**src/rtl/ddram_pkg.sv**
```systemverilog
// Shared types and helpers for the DDRAM download loader: FSM states, FIFO word entry,
// pad byte, byte packing and word-address formation.
package ddram_pkg;

  typedef enum logic [1:0] {
    Idle,
    Issue,
    Wait
  } state_e;

  typedef struct packed {
    logic [27:0] addr;
    logic [15:0] data;
  } word_t;

  localparam logic [7:0] PAD_BYTE = 8'hFF;

  function automatic logic [15:0] pack_word(input logic swap, input logic [7:0] even_b,
                                            input logic [7:0] odd_b);
    return swap ? {even_b, odd_b} : {odd_b, even_b};
  endfunction

  // Modulo-2^28 byte address of a 16-bit word; bit0 forced low even for an odd BASE.
  function automatic logic [27:0] word_addr(input logic [27:0] base, input logic [25:0] widx);
    logic [27:0] sum;
    sum = base + {1'b0, widx, 1'b0};
    return {sum[27:1], 1'b0};
  endfunction

endpackage

```
**src/rtl/loader_fifo.sv**
```systemverilog
// Word FIFO between the byte packer and the DDR write FSM. Accepts up to two pushes per cycle
// (flush of a stale pending byte followed by a new word) and one pop.
module loader_fifo
  import ddram_pkg::*;
#(
  parameter int unsigned DEPTH = 4
) (
  input  logic  i_clk,
  input  logic  i_rst_n,
  input  logic  i_push_a,
  input  word_t i_word_a,
  input  logic  i_push_b,
  input  word_t i_word_b,
  input  logic  i_pop,
  output word_t o_head,
  output logic  o_empty,
  output logic  o_full,
  output logic  o_almost_full,
  output logic  o_drop
);

  localparam int unsigned AW = $clog2(DEPTH);
  localparam int unsigned CW = AW + 1;
  localparam logic [CW-1:0] FullCount = CW'(DEPTH);

  word_t          r_mem [DEPTH];
  logic [AW-1:0]  r_wptr;
  logic [AW-1:0]  r_rptr;
  logic [CW-1:0]  r_count;

  logic           w_acc_a;
  logic           w_acc_b;
  logic           w_pop;
  logic [CW-1:0]  w_count_a;

  // Port b only sees the room left after port a; pushes into a full FIFO are dropped.
  always_comb begin
    w_acc_a   = i_push_a && (r_count < FullCount);
    w_count_a = r_count + CW'(w_acc_a);
    w_acc_b   = i_push_b && (w_count_a < FullCount);
    w_pop     = i_pop && (r_count != '0);
  end

  always_ff @(posedge i_clk) begin
    if (!i_rst_n) begin
      r_wptr  <= '0;
      r_rptr  <= '0;
      r_count <= '0;
    end else begin
      r_wptr  <= r_wptr + AW'(w_acc_a) + AW'(w_acc_b);
      if (w_pop) begin
        r_rptr <= r_rptr + AW'(1);
      end
      r_count <= w_count_a + CW'(w_acc_b) - CW'(w_pop);
    end
  end

  always_ff @(posedge i_clk) begin
    if (w_acc_a) begin
      r_mem[r_wptr] <= i_word_a;
    end
    if (w_acc_b) begin
      r_mem[r_wptr + AW'(w_acc_a)] <= i_word_b;
    end
  end

  assign o_head        = r_mem[r_rptr];
  assign o_empty       = (r_count == '0);
  assign o_full        = (r_count == FullCount);
  assign o_almost_full = (r_count >= FullCount - CW'(1));
  assign o_drop        = (i_push_a && !w_acc_a) || (i_push_b && !w_acc_b);

endmodule

```
**src/rtl/ddram_loader.sv**
```systemverilog
// Packs an ioctl byte-stream download into 16-bit words and writes them to DDR through a
// toggle req/ack handshake, padding unpaired bytes with PAD_BYTE.
module ddram_loader
  import ddram_pkg::*;
#(
  parameter logic [27:0] BASE  = 28'h0000000,
  parameter int unsigned DEPTH = 4,
  parameter bit          SWAP  = 1'b0
) (
  input  logic        DDRAM_CLK,
  input  logic        RESET_N,
  input  logic        ioctl_download,
  input  logic        ioctl_wr,
  input  logic [26:0] ioctl_addr,
  input  logic [7:0]  ioctl_dout,
  output logic        ioctl_wait,
  output logic [27:0] wraddr,
  output logic [15:0] din,
  output logic        we_req,
  input  logic        we_ack,
  output logic        done
);

  logic        r_pend;
  logic [25:0] r_pend_idx;
  logic [7:0]  r_pend_byte;
  logic        r_dl;
  logic        r_armed;
  logic        r_overflow;
  state_e      r_state;
  logic        r_we_req;
  logic [27:0] r_wraddr;
  logic [15:0] r_din;
  logic        r_done;

  logic  w_strobe;
  logic  w_fall;
  logic  w_match;
  logic  w_push_a;
  logic  w_push_b;
  word_t w_word_a;
  word_t w_word_b;
  word_t w_flush_word;
  word_t w_pair_word;
  word_t w_lone_word;
  word_t w_head;
  logic  w_empty;
  logic  w_full;
  logic  w_almost_full;
  logic  w_drop;
  logic  w_pop;

  assign w_strobe = ioctl_wr && ioctl_download;
  assign w_fall   = r_dl && !ioctl_download;
  assign w_match  = r_pend && (r_pend_idx == ioctl_addr[26:1]);
  assign w_pop    = (r_state == Issue);

  assign w_flush_word = {word_addr(BASE, r_pend_idx), pack_word(SWAP, r_pend_byte, PAD_BYTE)};
  assign w_pair_word  = {word_addr(BASE, ioctl_addr[26:1]),
                         pack_word(SWAP, r_pend_byte, ioctl_dout)};
  assign w_lone_word  = {word_addr(BASE, ioctl_addr[26:1]),
                         pack_word(SWAP, PAD_BYTE, ioctl_dout)};

  // A stale pending byte always goes out on port a ahead of any word from the current strobe.
  always_comb begin
    w_push_a = 1'b0;
    w_push_b = 1'b0;
    w_word_a = '0;
    w_word_b = '0;
    if (w_strobe) begin
      if (!ioctl_addr[0]) begin
        w_push_a = r_pend;
        w_word_a = w_flush_word;
      end else if (w_match) begin
        w_push_a = 1'b1;
        w_word_a = w_pair_word;
      end else if (r_pend) begin
        w_push_a = 1'b1;
        w_word_a = w_flush_word;
        w_push_b = 1'b1;
        w_word_b = w_lone_word;
      end else begin
        w_push_a = 1'b1;
        w_word_a = w_lone_word;
      end
    end else if (w_fall && r_pend) begin
      w_push_a = 1'b1;
      w_word_a = w_flush_word;
    end
  end

  always_ff @(posedge DDRAM_CLK) begin
    if (!RESET_N) begin
      r_pend      <= 1'b0;
      r_pend_idx  <= '0;
      r_pend_byte <= '0;
      r_dl        <= 1'b0;
      r_overflow  <= 1'b0;
    end else begin
      r_dl <= ioctl_download;
      if (w_strobe) begin
        if (!ioctl_addr[0]) begin
          r_pend      <= 1'b1;
          r_pend_idx  <= ioctl_addr[26:1];
          r_pend_byte <= ioctl_dout;
        end else begin
          r_pend <= 1'b0;
        end
      end else if (w_fall) begin
        r_pend <= 1'b0;
      end
      r_overflow <= r_overflow | w_drop;
    end
  end

  always_ff @(posedge DDRAM_CLK) begin
    if (!RESET_N) begin
      r_state  <= Idle;
      r_we_req <= 1'b0;
      r_wraddr <= '0;
      r_din    <= '0;
      r_done   <= 1'b0;
      r_armed  <= 1'b0;
    end else begin
      r_done <= 1'b0;
      if (ioctl_download) begin
        r_armed <= 1'b1;
      end else if (r_armed && !r_pend && w_empty && (r_state == Idle) && (we_ack == r_we_req)) begin
        r_done  <= 1'b1;
        r_armed <= 1'b0;
      end
      case (r_state)
        Idle: begin
          if (!w_empty) begin
            r_state <= Issue;
          end
        end
        Issue: begin
          r_wraddr <= w_head.addr;
          r_din    <= w_head.data;
          r_we_req <= ~r_we_req;
          r_state  <= Wait;
        end
        Wait: begin
          if (we_ack == r_we_req) begin
            r_state <= Idle;
          end
        end
        default: r_state <= Idle;
      endcase
    end
  end

  loader_fifo #(
    .DEPTH(DEPTH)
  ) u_fifo (
    .i_clk        (DDRAM_CLK),
    .i_rst_n      (RESET_N),
    .i_push_a     (w_push_a),
    .i_word_a     (w_word_a),
    .i_push_b     (w_push_b),
    .i_word_b     (w_word_b),
    .i_pop        (w_pop),
    .o_head       (w_head),
    .o_empty      (w_empty),
    .o_full       (w_full),
    .o_almost_full(w_almost_full),
    .o_drop       (w_drop)
  );

  assign ioctl_wait = w_almost_full || w_full;
  assign wraddr     = r_wraddr;
  assign din        = r_din;
  assign we_req     = r_we_req;
  assign done       = r_done;

endmodule

```
**config.mk**
```make
export PLATFORM = sky130hd
export DESIGN_NAME = ddram_loader
export DESIGN_NICKNAME = d
export VERILOG_FILES = /design/src/rtl/ddram_pkg.sv /design/src/rtl/loader_fifo.sv /design/src/rtl/ddram_loader.sv
export SDC_FILE = /design/constraint.sdc
export NUM_CORES = 1
export LEC_CHECK = 0
export ABC_AREA = 1
export CAP_MARGIN = 20
export CORE_UTILIZATION = 63
export CTS_BUF_LIST = sky130_fd_sc_hd__clkbuf_16
export DETAILED_ROUTE_END_ITERATION = 6
export GPL_ROUTABILITY_DRIVEN = 0
export PLACE_DENSITY = 0.8
export SLEW_MARGIN = 10
export SYNTH_ARGS = -nofsm -noshare
export SYNTH_HDL_FRONTEND = slang
export SYNTH_SLANG_ARGS = --single-unit
```
**constraint.sdc**
```tcl
create_clock -name DDRAM_CLK -period 16.6 [get_ports DDRAM_CLK]
set_input_delay 3.32 -clock DDRAM_CLK [delete_from_list [all_inputs] [get_ports DDRAM_CLK]]
set_output_delay 3.32 -clock DDRAM_CLK [all_outputs]
set_load 0.05 [all_outputs]
```
# Word level (Yosys, flattened, before mapping)

Memories as Yosys holds them, arrays and structs flattened. A register that Yosys moved wholly into a read port is not among the register bits.
Index checks and enable logic that the tools add are counted.

Memories kept: 1
Bits of input ports: 40
Register bits after elaboration: 48
Word-level logic and storage cells: 83
ROM bits: 0
Latch bits: 0
Memory bits (writable): 176

Memories:

| name         | depth | width | read ports | clocked after Yosys merged registers in | wr ports | RTL line          | text |
|---|---|---|---|---|---|---|---|
| u_fifo.r_mem | 4     | 44    | 1          | 1                                       | 2        | loader_fifo.sv:26 | `word_t r_mem [DEPTH];` |

Multiplexer cells: 29
Reduce and logical (&&, ||, !) cells: 23
Shift operators: 0
Equality and inequality tests: 7
Divide/modulo/power cells: 0
Multiply operators: 0
Magnitude comparators: 3
$add $sub $neg: 6
Bitwise operators: 3

Operators with widths:

| kind                                                                                | number |
|---|---|
| 43-bit 2-to-1 mux                                                                   | 8 |
| 44-bit 2-to-1 mux                                                                   | 1 |
| 26-bit == test                                                                      | 1 |
| 1-bit 2-to-1 mux                                                                    | 17 |
| 1-bit logical AND                                                                   | 11 |
| 3-bit by 1-bit adder with 3-bit output                                              | 2 |
| 3-bit < comparator, second input constant                                           | 2 |
| 2-bit case mux with 3 select lines                                                  | 1 |
| 2-bit by 1-bit adder with 2-bit output                                              | 2 |
| 2-bit 2-to-1 mux                                                                    | 2 |
| 2-bit inequality test, second input constant                                        | 2 |
| 2-bit AND reduction                                                                 | 2 |
| 2-bit nonzero test                                                                  | 2 |
| 3-bit == test, second input constant                                                | 1 |
| 3-bit by 2-bit greater-or-equal comparator with 1-bit output, second input constant | 1 |
| 1-bit logical NOT                                                                   | 3 |
| 3-bit logical NOT                                                                   | 1 |
| 1-bit NOT                                                                           | 3 |
| 3-bit nonzero test                                                                  | 1 |
| 3-bit by 1-bit subtractor with 3-bit output                                         | 1 |
| 2-bit by 1-bit adder with 2-bit output, second input constant                       | 1 |
| 2-bit by 1-bit == test with 1-bit output, second input constant                     | 1 |
| 2-bit == test, second input constant                                                | 1 |
| 2-bit logical NOT                                                                   | 1 |
| 3 further kinds                                                                     | 3 |

# Logic depth before layout (Yosys ltp)

Depth in word-level cells: 11
Gate-level depth with buffers: 20
Depth with buffers taken out: 18

# Modules after synthesis

From an unflattened synthesis, not the netlist that was laid out.

Cell total of the unflattened synthesis: 1836
Area, all modules: 14027.2 µm²

By module, submodules not included:

| module       | times used | cells each | area each (µm²) |
|---|---|---|---|
| loader_fifo  | 1          | 1089       | 9405.3 |
| ddram_loader | 1          | 747        | 4621.9 |

# Least setup slack after synthesis

OpenSTA, ideal clock, no wires.

Path type: input port to flip-flop
Start point: in ioctl_download
End point: mem u_fifo.r_mem[2][0] in the netlist's numbering (enable)
Path slack: 9014 ps
Stages on the path: 5
Buffers on the path: 0
Arrival time: 7081 ps
Path through: inv_1 > nand3_1 > nand2_1 > o211ai_1 > o31ai_1

RTL lines:

| element         | RTL line           | text |
|---|---|---|
| start, declared | ddram_loader.sv:12 | `input logic ioctl_download,` |
| end, declared   | loader_fifo.sv:26  |  |

==> qor.csv <==
stage,metric,value,unit
status,run status,"finished, final reports clean",
power_and_ir_drop,Comb pwr share,29.3,%
route,final wirelength,34200,um
timing,Slew Limit Fails,0,
route,DR iter-0 viols,1276,
cts,"Clk pin slew, worst setup/hold paths",60,ps
power_and_ir_drop,sw frac,35.0,%
yosys,Yosys cell types,36,
cts,H-Tree Depth,1,
timing,clock skew,19.9,ps
timing,Final Hold Fails,0,
floorplanning,initial core utilization,64.9,%
power_and_ir_drop,P_sw,0.000672,W
yosys,top cell type's share of synthesized area,37.9,%
setup_path,Crit. End Element,flip-flop,
setup_path,Crit path required time,16760,ps
timing,Worst-Margin Slew,1010,ps
setup_path,Crit Path Class,in -> reg,
yosys,post-synthesis sequential area ratio,51.4,%
yosys,synthesis warning total,0,
layout,Area Growth Syn to Fin,13.2,%
route,first-pass detailed-route iteration total,5,
yosys,Synth Cell Area,0.0133,mm^2
cts,Clock Latency Late Sink,540,ps
floorplanning,die height,147,um
setup_path,CP Launch Type,input pin,
route,DRC,0,
layout,fin area,0.0151,mm^2
layout,"commonest non-fill, non-tap cell in the layout",nand2_1,
min_path,hold path cells,2,
floorplanning,Rows,52,
global_route,grt ovf,0,
yosys,Post-synth top flop,edfxtp_1,
job,max cap viols,0,
yosys,asr flop ratio synth,0,%
global_route,largest net degree at the start of global routing,88,
power_and_ir_drop,power density over the cells,127,mW/mm^2
cts,TritonCTS clock tree,built,
yosys,top post-synthesis cells by area,"edfxtp_1 (38%), nand2_1 (15%), dfxtp_1 (14%), o21ai_0 (9.4%), nor2_1 (6.0%)",
setup_path,Critical Path AT,7770,ps
power_and_ir_drop,Sequential Power Share,41.0,%
setup_path,worst r2r dst,u_fifo.r_mem[3][2]$_DFFE_PP_,
floorplanning,Core Region,0.0205,mm^2
setup_path,CP Max Fanout,42,
floorplanning,num ports,87,
min_path,Hold Path End,r_armed$_SDFFE_PN0P_,
route,Via density,5.66,
timing,final setup fails,0,
setup_path,Register-to-Register Path Depth,13,
timing,Highest Clock Rate,131,MHz
yosys,Synth Register Bits,258,
layout,# nets final,1800,
yosys,syn avg cell area,7.74,um^2
cts,post-CTS setup buffer count,0,
power_and_ir_drop,Clk network pwr share,29.6,%
cts,# resized after CTS,0,
min_path,Worst Hold Launch,r_armed$_SDFFE_PN0P_,
route,Final ANT Viol Nets,0,
power_and_ir_drop,maximum vdd drop,0.0000722,V
yosys,Yosys top cell by area,edfxtp_1,
timing,RSZ-0062 raised after global routing,no,
floorplanning,Die Wd,147,um
yosys,Post-synth EDFFs,168,
timing,min cycle time layout,7620,ps
cts,clock sink count,258,
cts,Max Root-Sink Buffers,3,
place,Port Buffers,84,
global_route,GRT Resource Usage Total,31.5,%
cts,clk root buf,clkbuf_16,
timing,final period utilization,45.9,%
global_route,antenna violations before repair,1,
layout,Filler cells,1594,
cts,CTS Hold Buffers Added,0,
setup_path,reg2reg start,r_pend$_SDFFE_PN0P_,
timing,setup tns final,0,ps
route,Routed wire per std cell,16.7,um
cts,TritonCTS Buffers,27,
layout,ANT cells,0,
layout,most frequent cells in the layout,"nand2_1 (531), o21ai_0 (249), nor2_1 (209), inv_1 (172), edfxtp_1 (168)",
place,dpl hpwl,21600,um
power_and_ir_drop,Lkg Pwr,6.77,nW
route,Vias,11553,
min_path,hold crit path type,reg -> reg,
floorplanning,full die area,0.0217,mm^2
power_and_ir_drop,Int Power,0.00125,W
global_route,vias in the first global route,10229,
timing,Relative slew margins,32.8,%
global_route,global-route wire length before repair,53800,um
layout,share of layout cells above drive strength 1,5.42,%
place,DP Area,0.0142,mm^2
setup_path,R2R Setup Slk,12040,ps
yosys,Post-Syn Instances,1720,
[power groups by stage]
| stage | clock network [W] | registers, W | logic [W] |
|---|---|---|---|
| floorplan | 0 | 0.000946 | 0.000242 |
| global placement | 0 | 0.000799 | 0.000547 |
| detailed placement | 0 | 0.000803 | 0.000557 |
| CTS | 0.000571 | 0.000789 | 0.000561 |
| global route | 0.000594 | 0.000797 | 0.000612 |
| finish | 0.000569 | 0.000788 | 0.000563 |
[worst max-delay path, cell delays in order]
cell             delay [ps]
clkdlybuf4s50_1         520
inv_1                    70
nand3_1                  70
buf_4                   340
nand2_1                 370
o211ai_1                390
inv_1                   170
ha_1                    220
ha_1                    220
xor2_2                  250
nor2_2                  150
buf_4                   380
nand2_2                 560
o31ai_4                 180
buf_4                   520
[worst max-delay path by stage]
stage / from / endpoint / slack, ps
after global placement: ioctl_download / u_fifo.r_mem[3][39]$_DFFE_PP_ / 8670
after floorplan: ioctl_download / u_fifo.r_mem[2][0]$_DFFE_PP_ / 9010
after global routing: ioctl_download / u_fifo.r_mem[3][17]$_DFFE_PP_ / 8720
after CTS: ioctl_download / u_fifo.r_mem[3][40]$_DFFE_PP_ / 9060
after detailed placement: ioctl_download / u_fifo.r_mem[3][38]$_DFFE_PP_ / 8520
final: ioctl_download / u_fifo.r_mem[3][2]$_DFFE_PP_ / 8980
[state kept, by name, summed over array words and instances (netlist names)]
signal          flops
r_pend_byte         8
u_fifo.r_wptr       2
r_armed             1
din                16
u_fifo.r_count      3
wraddr             26
u_fifo.r_rptr       2
r_pend              1
r_state             2
done                1
r_dl                1
we_req              1
u_fifo.r_mem      168
r_pend_idx         26
[metrics by stage]
stage                     util, %  total power [W]  cells  hold WS, ps  setup slack [ps]
after floorplan                 -          0.00119   1721          443              9010
after global placement       69.2          0.00135   1990          456              8670
after detailed placement     69.2          0.00136   1990          464              8520
after CTS                    73.2          0.00192   2038          473              9060
after global routing         73.5          0.00200   2042          517              8720
final                        73.5          0.00192   2042          482              8980
[final cells by class]
cell class	instances	area, um^2	share of cell area, %
inverters	180	676	4.48
flip-flops and latches	258	6850	45.5
well taps	270	338	2.24
clock buffers	27	676	4.48
multi-input cells	1183	5370	35.6
repair buffers	103	1020	6.77
clock inverters	21	145	0.963
[cells in the mapped netlist (2+ instances only)]
| master | count |
|---|---|
| xnor2_1 | 7 |
| nand4_1 | 8 |
| nand2_2 | 2 |
| buf_4 | 12 |
| inv_1 | 170 |
| xor2_1 | 10 |
| buf_2 | 13 |
| clkinv_1 | 2 |
| o21ai_0 | 251 |
| nand3_1 | 46 |
| nor2_1 | 211 |
| buf_6 | 7 |
| nor3_4 | 3 |
| ha_1 | 6 |
| inv_2 | 8 |
| nor3_1 | 3 |
| nand2_1 | 531 |
| buf_1 | 5 |
| a21oi_1 | 39 |
| nor2_4 | 2 |
| o22ai_1 | 42 |
| dfxtp_1 | 90 |
| nand2_4 | 4 |
| clkbuf_1 | 62 |
| o31ai_1 | 3 |
| edfxtp_1 | 168 |
| nor2_2 | 6 |
[per-layer routing]
metal | global-route usage, % | routed length (um) | part of all wire (%)
met4 | 7.58 | 525 | 1.5
met5 | 0 | 12 | 0.035
met1 | 46.9 | 14700 | 43
met2 | 47.5 | 15000 | 44
met3 | 6.18 | 3920 | 11
[kinds of logic after synthesis]
kind of cell | after synthesis | share of synthesized area [%]
compound gates | 336 | 13.1
xor+xnor | 18 | 1.24
fa+ha+maj | 7 | 0.715
buf+inv | 280 | 8.76
flops | 258 | 51.4
other cells | 1 | 0.0282
simple gates | 820 | 24.7
Note: power is estimated with default switching activity, not from simulation.
